## src/rtl/rr_mux_n_pkg.sv

```systemverilog
// Shared definitions for the round-robin multiplexer: select-mode encodings and
// a rotate-priority search reusable by other arbiters.
package mux_pkg;

    localparam logic MODE_FIXED = 1'b0;
    localparam logic MODE_RR    = 1'b1;

    localparam int unsigned RR_MAX_CH = 64;
    localparam int unsigned RR_IDX_W  = $clog2(RR_MAX_CH);

    // Returns the first set request at or after ptr (mod n); returns n when nothing is requested.
    function automatic int unsigned rr_first(input logic [RR_MAX_CH-1:0] req,
                                             input int unsigned n,
                                             input int unsigned ptr);
        int unsigned idx;
        int unsigned res;
        res = n;
        idx = 0;
        for (int unsigned i = 0; i < RR_MAX_CH; i++) begin
            if (i < n && res == n) begin
                idx = ptr + i;
                if (idx >= n) idx = idx - n;
                if (req[idx[RR_IDX_W-1:0]]) res = idx;
            end
        end
        return res;
    endfunction

endpackage

```

## src/rtl/rr_mux_n_if.sv

```systemverilog
// Producer-side and consumer-side handshake bundle of rr_mux_n; slave is the mux, master the environment.
interface rr_mux_n_if #(
    parameter int unsigned N_CH = 4,
    parameter int unsigned W    = 8,
    localparam int unsigned SW  = $clog2(N_CH)
);
    logic [N_CH*W-1:0] in_data;
    logic [N_CH-1:0]   in_valid;
    logic [N_CH-1:0]   in_ready;
    logic              mode;
    logic [SW-1:0]     sel;
    logic [W-1:0]      out_data;
    logic [SW-1:0]     out_ch;
    logic              out_valid;
    logic              out_ready;

    modport slave (
        input  in_data, in_valid, mode, sel, out_ready,
        output in_ready, out_data, out_ch, out_valid
    );

    modport master (
        output in_data, in_valid, mode, sel, out_ready,
        input  in_ready, out_data, out_ch, out_valid
    );
endinterface

```

## src/rtl/rr_mux_n_rr_pick.sv

```systemverilog
// Combinational round-robin picker: first requesting channel starting at ptr, wrapping modulo N_CH.
module rr_pick
    import mux_pkg::*;
#(
    parameter int unsigned N_CH = 4,
    localparam int unsigned SW  = $clog2(N_CH)
) (
    input  logic [N_CH-1:0] req,
    input  logic [SW-1:0]   ptr,
    output logic            gnt_vld,
    output logic [SW-1:0]   gnt_idx
);

    int unsigned w_pick;

    always_comb begin
        w_pick  = rr_first(RR_MAX_CH'(req), N_CH, 32'(ptr));
        gnt_vld = (w_pick != N_CH);
        gnt_idx = SW'(w_pick);
    end

endmodule

```

## src/rtl/rr_mux_n.sv

```systemverilog
// N-channel registered multiplexer with valid/ready on every port; grant is either sel-driven
// (FIXED) or round-robin (RR), feeding a single output register without skid buffer.
module rr_mux_n
    import mux_pkg::*;
#(
    parameter int unsigned N_CH = 4,
    parameter int unsigned W    = 8,
    localparam int unsigned SW  = $clog2(N_CH)
) (
    input  logic          clk,
    input  logic          rst_n,
    rr_mux_n_if.slave     bus
);

    logic [W-1:0]    r_out_data;
    logic [SW-1:0]   r_out_ch;
    logic            r_out_valid;
    logic [SW-1:0]   r_rr_ptr;

    logic            w_rr_vld;
    logic [SW-1:0]   w_rr_idx;
    logic            w_fix_vld;
    logic            w_gnt_vld;
    logic [SW-1:0]   w_gnt_idx;
    logic            w_load_en;
    logic            w_xfer;
    logic [N_CH-1:0] w_ready;
    logic [W-1:0]    w_data;

    rr_pick #(.N_CH(N_CH)) u_pick (
        .req     (bus.in_valid),
        .ptr     (r_rr_ptr),
        .gnt_vld (w_rr_vld),
        .gnt_idx (w_rr_idx)
    );

    // Loop compare keeps sel >= N_CH grant-free without indexing past in_valid.
    always_comb begin
        w_fix_vld = 1'b0;
        for (int unsigned k = 0; k < N_CH; k++) begin
            if (32'(bus.sel) == k && bus.in_valid[k]) w_fix_vld = 1'b1;
        end
    end

    always_comb begin
        w_gnt_vld = (bus.mode == MODE_RR) ? w_rr_vld : w_fix_vld;
        w_gnt_idx = (bus.mode == MODE_RR) ? w_rr_idx : bus.sel;
        w_load_en = ~r_out_valid | bus.out_ready;
        // Held low during reset so no producer sees a handshake that the register cannot take.
        w_xfer    = w_gnt_vld & w_load_en & rst_n;
    end

    always_comb begin
        w_ready = '0;
        w_data  = '0;
        for (int unsigned k = 0; k < N_CH; k++) begin
            if (32'(w_gnt_idx) == k) begin
                w_ready[k] = w_xfer;
                w_data     = bus.in_data[k*W +: W];
            end
        end
    end

    always_ff @(posedge clk or negedge rst_n) begin
        if (!rst_n) begin
            r_out_data  <= '0;
            r_out_ch    <= '0;
            r_out_valid <= 1'b0;
            r_rr_ptr    <= '0;
        end else begin
            if (w_xfer) begin
                r_out_data  <= w_data;
                r_out_ch    <= w_gnt_idx;
                r_out_valid <= 1'b1;
                if (bus.mode == MODE_RR) begin
                    r_rr_ptr <= (w_gnt_idx == SW'(N_CH-1)) ? '0 : w_gnt_idx + 1'b1;
                end
            end else if (bus.out_ready) begin
                r_out_valid <= 1'b0;
            end
        end
    end

    assign bus.in_ready  = w_ready;
    assign bus.out_data  = r_out_data;
    assign bus.out_ch    = r_out_ch;
    assign bus.out_valid = r_out_valid;

endmodule

```

## src/flat_wrapper.sv

```systemverilog
// flat-port wrapper written by rule: the top's interface ports become plain ports
module rr_mux_n_flat import mux_pkg::*;
#(
    parameter int unsigned N_CH = 4,
    parameter int unsigned W    = 8,
    localparam int unsigned SW  = $clog2(N_CH)
)
  (clk, rst_n, bus_in_data, bus_in_valid, bus_mode, bus_sel, bus_out_ready, bus_in_ready, bus_out_data, bus_out_ch, bus_out_valid);
  rr_mux_n_if #(.N_CH(N_CH), .W(W)) bus_i ();
  input  logic clk;
  input  logic rst_n;
  input wire logic [$bits(bus_i.in_data)-1:0] bus_in_data;
  input wire logic [$bits(bus_i.in_valid)-1:0] bus_in_valid;
  input wire logic [$bits(bus_i.mode)-1:0] bus_mode;
  input wire logic [$bits(bus_i.sel)-1:0] bus_sel;
  input wire logic [$bits(bus_i.out_ready)-1:0] bus_out_ready;
  output wire logic [$bits(bus_i.in_ready)-1:0] bus_in_ready;
  output wire logic [$bits(bus_i.out_data)-1:0] bus_out_data;
  output wire logic [$bits(bus_i.out_ch)-1:0] bus_out_ch;
  output wire logic [$bits(bus_i.out_valid)-1:0] bus_out_valid;
  assign bus_i.in_data = bus_in_data;
  assign bus_i.in_valid = bus_in_valid;
  assign bus_i.mode = bus_mode;
  assign bus_i.sel = bus_sel;
  assign bus_i.out_ready = bus_out_ready;
  assign bus_in_ready = bus_i.in_ready;
  assign bus_out_data = bus_i.out_data;
  assign bus_out_ch = bus_i.out_ch;
  assign bus_out_valid = bus_i.out_valid;
  rr_mux_n #(.N_CH(N_CH), .W(W)) u_core (.clk(clk), .rst_n(rst_n), .bus(bus_i));
endmodule
```

## config.mk

```make
export PLATFORM = sky130hd
export DESIGN_NAME = rr_mux_n_flat
export DESIGN_NICKNAME = d
export VERILOG_FILES = /design/src/rtl/rr_mux_n_pkg.sv /design/src/rtl/rr_mux_n_if.sv /design/src/rtl/rr_mux_n_rr_pick.sv /design/src/rtl/rr_mux_n.sv /design/src/flat_wrapper.sv
export SDC_FILE = /design/constraint.sdc
export NUM_CORES = 1
export LEC_CHECK = 0
export CAP_MARGIN = 20
export CORE_ASPECT_RATIO = 1.2
export CORE_MARGIN = 2
export CORE_UTILIZATION = 55
export CTS_BUF_LIST = sky130_fd_sc_hd__clkbuf_4 sky130_fd_sc_hd__clkbuf_8
export CTS_CLUSTER_SIZE = 30
export DETAILED_ROUTE_END_ITERATION = 10
export DONT_BUFFER_PORTS = 1
export PLACE_DENSITY = 0.73
export SLEW_MARGIN = 5
export SYNTH_ARGS = -nofsm -noshare
export SYNTH_HDL_FRONTEND = slang
export SYNTH_SLANG_ARGS = --single-unit
```

## constraint.sdc

```tcl
create_clock -name clk -period 9.73 [get_ports clk]
set_clock_uncertainty 0.15 [all_clocks]
set_input_delay 0.973 -clock clk [delete_from_list [all_inputs] [get_ports clk]]
set_output_delay 0.973 -clock clk [all_outputs]
set_load 0.01 [all_outputs]
```

Word-level counts from Yosys, hierarchy flattened --
Index checks and enable logic that the tools add are counted.
Storage, ports and cells: register bits 13, logic and storage cells 81
Cells by class: $add $sub $neg 8, order comparisons 8, equality and inequality tests 10, multiplexer cells 39, bitwise operators 4, reductions and logical operators 8
Operators with widths (number):
- $mux W32 | 14
- $eq A32 B3 Y1 const B | 3
- $mux W8 | 4
- $ne A32 B3 Y1 const B | 1
- $lt A6 B7 Y1 const B | 4
- $bmux W1 S6 | 4
- $mux W1 | 15
- $sub A3 B3 Y4 const B | 3
- $ge A3 B3 Y1 const B | 3
- $eq A2 B2 Y1 const B | 4
- $add A2 B2 Y3 const B | 2
- $eq A2 B1 Y1 const B | 2
- $logic_and A1 B1 Y1 | 4
- $logic_not A2 Y1 | 2
- $mux W2 | 2
- $sub A2 B3 Y4 const B | 1
- $add A2 B1 Y3 const B | 1
- $ge A2 B3 Y1 const B | 1
- $add A2 B1 Y2 const B | 1
- $and A1 B1 Y1 | 2
- $reduce_and A2 Y1 | 1
- $reduce_bool A2 Y1 | 1
- $not A1 Y1 | 1
- $or A1 B1 Y1 | 1

Depth between registers and ports, before layout --
word-level depth 29, gate-level depth with buffers 17, gate-level depth less buffers 15

Modules after synthesis --
A second synthesis with hierarchy kept.
Second synthesis, totals: cell total of the unflattened synthesis 131, area, all modules 1224.9 um^2
By module, submodules not included:
- rr_mux_n | instances 1, cells each 90, area each 908.4 um^2, sequential area each 325.3 um^2
- rr_pick | instances 1, cells each 41, area each 316.6 um^2, sequential area each 0.0 um^2

Least setup slack after synthesis --
No wires, ideal clock.
path kind input port to output port, start point in bus_in_valid[3], end point out bus_in_ready[2], arrival time 3.253 ns, data required time 8.607 ns, path slack 5.354 ns, stages 8, buffers on the path 2, path through mux4_2 -> nand3b_4 -> or4b_4 -> a31oi_4 -> ha_1 -> clkbuf_1 -> clkbuf_1 -> and2_1
Between the ends: elaborated cells between the ends (all ways) 27
RTL lines:
- start, declared | RTL line flat_wrapper.sv:13 | input wire logic [$bits(bus_i.in_valid)-1:0] bus_in_valid;
- $bmux W1 S6 | RTL line rr_mux_n_pkg.sv:23 | if (req[idx[RR_IDX_W-1:0]]) res = idx;
- $mux W1 (not written as such) | RTL line rr_mux_n_pkg.sv:23
- $mux W32 | RTL line rr_mux_n_pkg.sv:23
- $eq A32 B3 Y1 or $mux W32 (tied branches) | RTL line rr_mux_n_pkg.sv:20, rr_mux_n_pkg.sv:23
- $mux W32 | RTL line rr_mux_n_pkg.sv:20 | if (i < n && res == n) begin
- $eq A32 B3 Y1 or $mux W32 (tied branches) | RTL line rr_mux_n_pkg.sv:20, rr_mux_n_pkg.sv:23
- $mux W32 | RTL line rr_mux_n_pkg.sv:20
- $eq A32 B3 Y1 or $mux W32 (tied branches) | RTL line rr_mux_n_pkg.sv:20, rr_mux_n_pkg.sv:23
- $mux W32 (*) | RTL line rr_mux_n_pkg.sv:20
- $mux W2 (*) | RTL line rr_mux_n.sv:47 | w_gnt_idx = (bus.mode == MODE_RR) ? w_rr_idx : bus.sel;
- named net u_core.w_gnt_idx[1] | RTL line rr_mux_n.sv:24 | logic [SW-1:0] w_gnt_idx;
- $eq A2 B2 Y1 (*) | RTL line rr_mux_n.sv:57 | if (32'(w_gnt_idx) == k) begin
- $mux W1 (*) | RTL line rr_mux_n.sv:57
- end, declared | RTL line flat_wrapper.sv:17 | output wire logic [$bits(bus_i.in_ready)-1:0] bus_in_ready;
The timed path passes the listed nets; every way through them passes the cells marked *. The select of a mux whose other input is x is not followed.

Worst setup path in the final report --
start point reg u_core.r_rr_ptr[0], end point out bus_in_ready[2]
Between the ends: elaborated cells between the ends (all ways) 43
RTL lines:
- start, declared | RTL line rr_mux_n.sv:18 | logic [SW-1:0] r_rr_ptr;
- start signal, assigned | RTL line rr_mux_n.sv:76 | r_rr_ptr <= (w_gnt_idx == SW'(N_CH-1)) ? '0 : w_gnt_idx + 1'b1;
- $add A2 B1 Y3 | RTL line rr_mux_n_pkg.sv:21 | idx = ptr + i;
- $sub A3 B3 Y4 or $ge A3 B3 Y1 (tied branches) | RTL line rr_mux_n_pkg.sv:22 | if (idx >= n) idx = idx - n;
- $mux W32 | RTL line rr_mux_n_pkg.sv:22
- $mux W32 | RTL line rr_mux_n_pkg.sv:20
- $bmux W1 S6 | RTL line rr_mux_n_pkg.sv:23
- $mux W1 (not written as such) | RTL line rr_mux_n_pkg.sv:23
- $mux W32 | RTL line rr_mux_n_pkg.sv:23
- $mux W32 | RTL line rr_mux_n_pkg.sv:20
- $eq A32 B3 Y1 or $mux W32 (tied branches) | RTL line rr_mux_n_pkg.sv:20, rr_mux_n_pkg.sv:23
- $mux W32 | RTL line rr_mux_n_pkg.sv:20
- $eq A32 B3 Y1 or $mux W32 (tied branches) | RTL line rr_mux_n_pkg.sv:20, rr_mux_n_pkg.sv:23
- $mux W32 (*) | RTL line rr_mux_n_pkg.sv:20
- $mux W2 (*) | RTL line rr_mux_n.sv:47
- named net u_core.w_gnt_idx[1] | RTL line rr_mux_n.sv:24
- $eq A2 B2 Y1 (*) | RTL line rr_mux_n.sv:57
- $mux W1 (*) | RTL line rr_mux_n.sv:57
Marks and branches as above.

==> out/results.tsv <==
stage	metric	value	unit
status	status	finished clean	
clock_network	cts-root-buf	clkbuf_4	
clock_network	numCtsBuffers	3	
routing	drtAntennaViolNets	0	
routing	drc	0	
final_layout	final_cell_mix	nand2_1 (13), dfrtp_1 (13), mux2_2 (12), o21ai_0 (11), nor2_1 (11)	
die	die-height	57.3	µm
synthesis	synthCells	141	
sta	max_freq	215	MHz
sta	setup_tns	0	ps
place	routabilityCongestion	0.902	
synthesis	ys_seq_elements	13	
power_and_ir_drop	p_per_area	305	nW/µm²
synthesis	synthDistinctLibCells	40	
sta	finalCritPeriodShare	47.8	%
final_layout	final_core_util	58.1	%
final_layout	area_growth	0.963	%
sta	setup_viol	0	
final_layout	multi_input_area	892	µm²
die	ioPinCount	57	
routing	wl_per_cell	17.4	µm
final_layout	antenna_cells	0	
synthesis	ys_seq_area_share	25.0	%
worst_setup_path	cp.required	8610	ps
die	rows	19	
synthesis	syn_nets	191	
sta	layout_setup_ws	5080	ps
worst_setup_path	reg2reg_depth	15	
global_route	grt_pass1_vias	1087	
final_layout	fin_cells	167	
routing	via_count	1022	
global_route	antenna_found_initial	0	
global_route	grt_max_degree	19	
place	io_buffer_count	0	
final_layout	n_fill_cell	201	
synthesis	syn_avg_cell_area	9.22	µm²
worst_setup_path	startpoint_type	flop	
clock_network	cts_tree	built	
final_layout	layout.nets	187	
clock_network	clk_pin_slew	80	ps
sta	period_minus_slack	4650	ps
global_route	gr-total-overflow	0	
clock_network	cts_resized	0	
die	core_area	2260	µm²
worst_hold_path	hp-class	primary input to async pin	
synthesis	synthFlopType	dfrtp_1	
clock_network	cts.htree.levels	1	
worst_setup_path	crit_top_cell	ha_1	
sta	maxSlewHeadroom	45.3	%
die	initial_utilization	57.6	%
sta	worst_slew_pin_slew	816	ps
power_and_ir_drop	irDropWorstVdd	0.138	mV
synthesis	yosys_warnings	0	
place	place_hpwl	2.33	mm
routing	viasPerCell	6.12	
die	die_w	48.4	µm
sta	grt_setup_unrepaired	no	
synthesis	synth_edf_count	0	
clock_network	clk_path_buf_depth	2	
place	place_ws	5390	ps
sta	whs	234	ps
clock_network	post-cts-setup-buffer-count	0	
global_route	grtUsageTotal	21.9	%
worst_setup_path	cp_data_arrival_time	3530	ps
worst_setup_path	crit_type	flop to output port	
clock_network	cts_sinks	13	
worst_setup_path	critPathTopFamily	simple AND/OR/NAND/NOR gates	
worst_setup_path	path_buf_inv	1	
worst_setup_path	slowest_stage	dfrtp_1	
clock_network	clk_latency	270	ps
final_layout	seqCellArea	325	µm²
place	dp.cells	163	
sta	finalMaxSlewViolations	0	
worst_setup_path	cp_max_fo	17	
worst_setup_path	path_depth	9	
routing	drtPass1Iterations	4	
worst_setup_path	end_kind	output port	
global_route	grt_pass1_wl	4.86	mm
synthesis	synth_area	1300	µm²
sta	hold_viol	0	
worst_setup_path	cp_cell_sequence	inv_1 -> ha_1 -> mux2_2 -> and3_2 -> a31o_2 -> or4b_4 -> a31oi_4 -> ha_1 -> and2_1	
routing	drt_iter0_drc	20	
die	die_area	2770	µm²
job	cap_viol_max_count	0	
routing	wl	2.91	mm
clock_network	holdBufCountCts	0	
worst_setup_path	max_stage_delay	650	ps
power_and_ir_drop	p_leak	0.557	nW
synthesis	synth-async-reset-ratio	100	%
final_layout	final_layout_size_suffix_gt1_share	25.0	%
==> final timing paths <==
kind,startpoint,end,slack (ps)
min reg2reg,u_core.bus.out_data[3],u_core.bus.out_data[3],440
max reg2reg,u_core.r_rr_ptr[0],u_core.bus.out_data[2],5440
max,u_core.r_rr_ptr[0],bus_in_ready[2],5080
min,rst_n,u_core.bus.out_ch[1],230
min in group clk,u_core.bus.out_data[3],u_core.bus.out_data[3],440
max in group asynchronous,rst_n,u_core.bus.out_ch[0],9130
==> cell usage after synthesis, types with 3 or more instances <==
master / n / area (µm²)
clkbuf_1: 5 / 18.8
nand2_1: 13 / 48.8
and2_1: 4 / 25.0
buf_6: 3 / 33.8
mux2_2: 12 / 135
inv_1: 7 / 26.3
dfrtp_1: 13 / 325
ha_1: 8 / 100
a21oi_1: 10 / 50.1
a22oi_1: 7 / 52.6
nor2_1: 11 / 41.3
o21ai_0: 11 / 55.1
==> layout make-up <==
class / count / area share (%)
clock buffers: 4 / 2.29
inverters: 7 / 2.00
multi-input cells: 112 / 68.0
flip-flops and latches: 13 / 24.8
well taps: 31 / 2.96
==> registers in the layout, summed over array words and instances (netlist names) <==
register and count:
u_core.bus.out_ch 2, u_core.bus.out_data 8, u_core.bus.out_valid 1, u_core.r_rr_ptr 2
==> cells by family after synthesis <==
logic type	Yosys count	synth area share [%]
multiplexers	18	17.7
AO/OA/AOI/OAI	41	22.4
flip-flops	13	25.0
adder cells (fa/ha/maj)	8	7.70
buffers and inverters	16	6.35
AND/OR/NAND/NOR	45	20.8
==> worst reg2reg max path, stage by stage (launching register included) <==
cell     delay (ps)
dfrtp_1         650
inv_1           160
ha_1            400
mux2_2          250
and3_2          190
a31o_2          130
or4b_4          480
a31oi_4         250
inv_1            90
ha_1            310
nor2b_1         430
a22oi_1         120
nor2_1          110
a21oi_1          70
o21ai_0         250
mux2_2          200
==> power breakdown <==
group          internal [mW]  leakage, nW  switching [mW]  total (mW)
clock network         0.0187       0.0184          0.0175      0.0361
logic                  0.117        0.377           0.133       0.250
registers             0.0777        0.162          0.0360       0.114
==> routing by layer <==
layer | GRT usage [%] | part of all wire, % | vias to the layer above
met2 | 41.9 | 53 | 44
met1 | 24.2 | 39 | 480
met5 | 0 | 0 | -
met3 | 6.81 | 7.4 | 0
li1 | - | - | 498
met4 | 3.67 | 0 | 0
==> through the flow <==
step           total power, mW  area (µm²)
2_1_floorplan            0.328        1300
3_5_place_dp             0.367        1280
5_1_grt                  0.439        1310
3_3_place_gp             0.357        1280
6_report                 0.400        1310
4_1_cts                  0.405        1310
(Power assumes the default switching activity.)
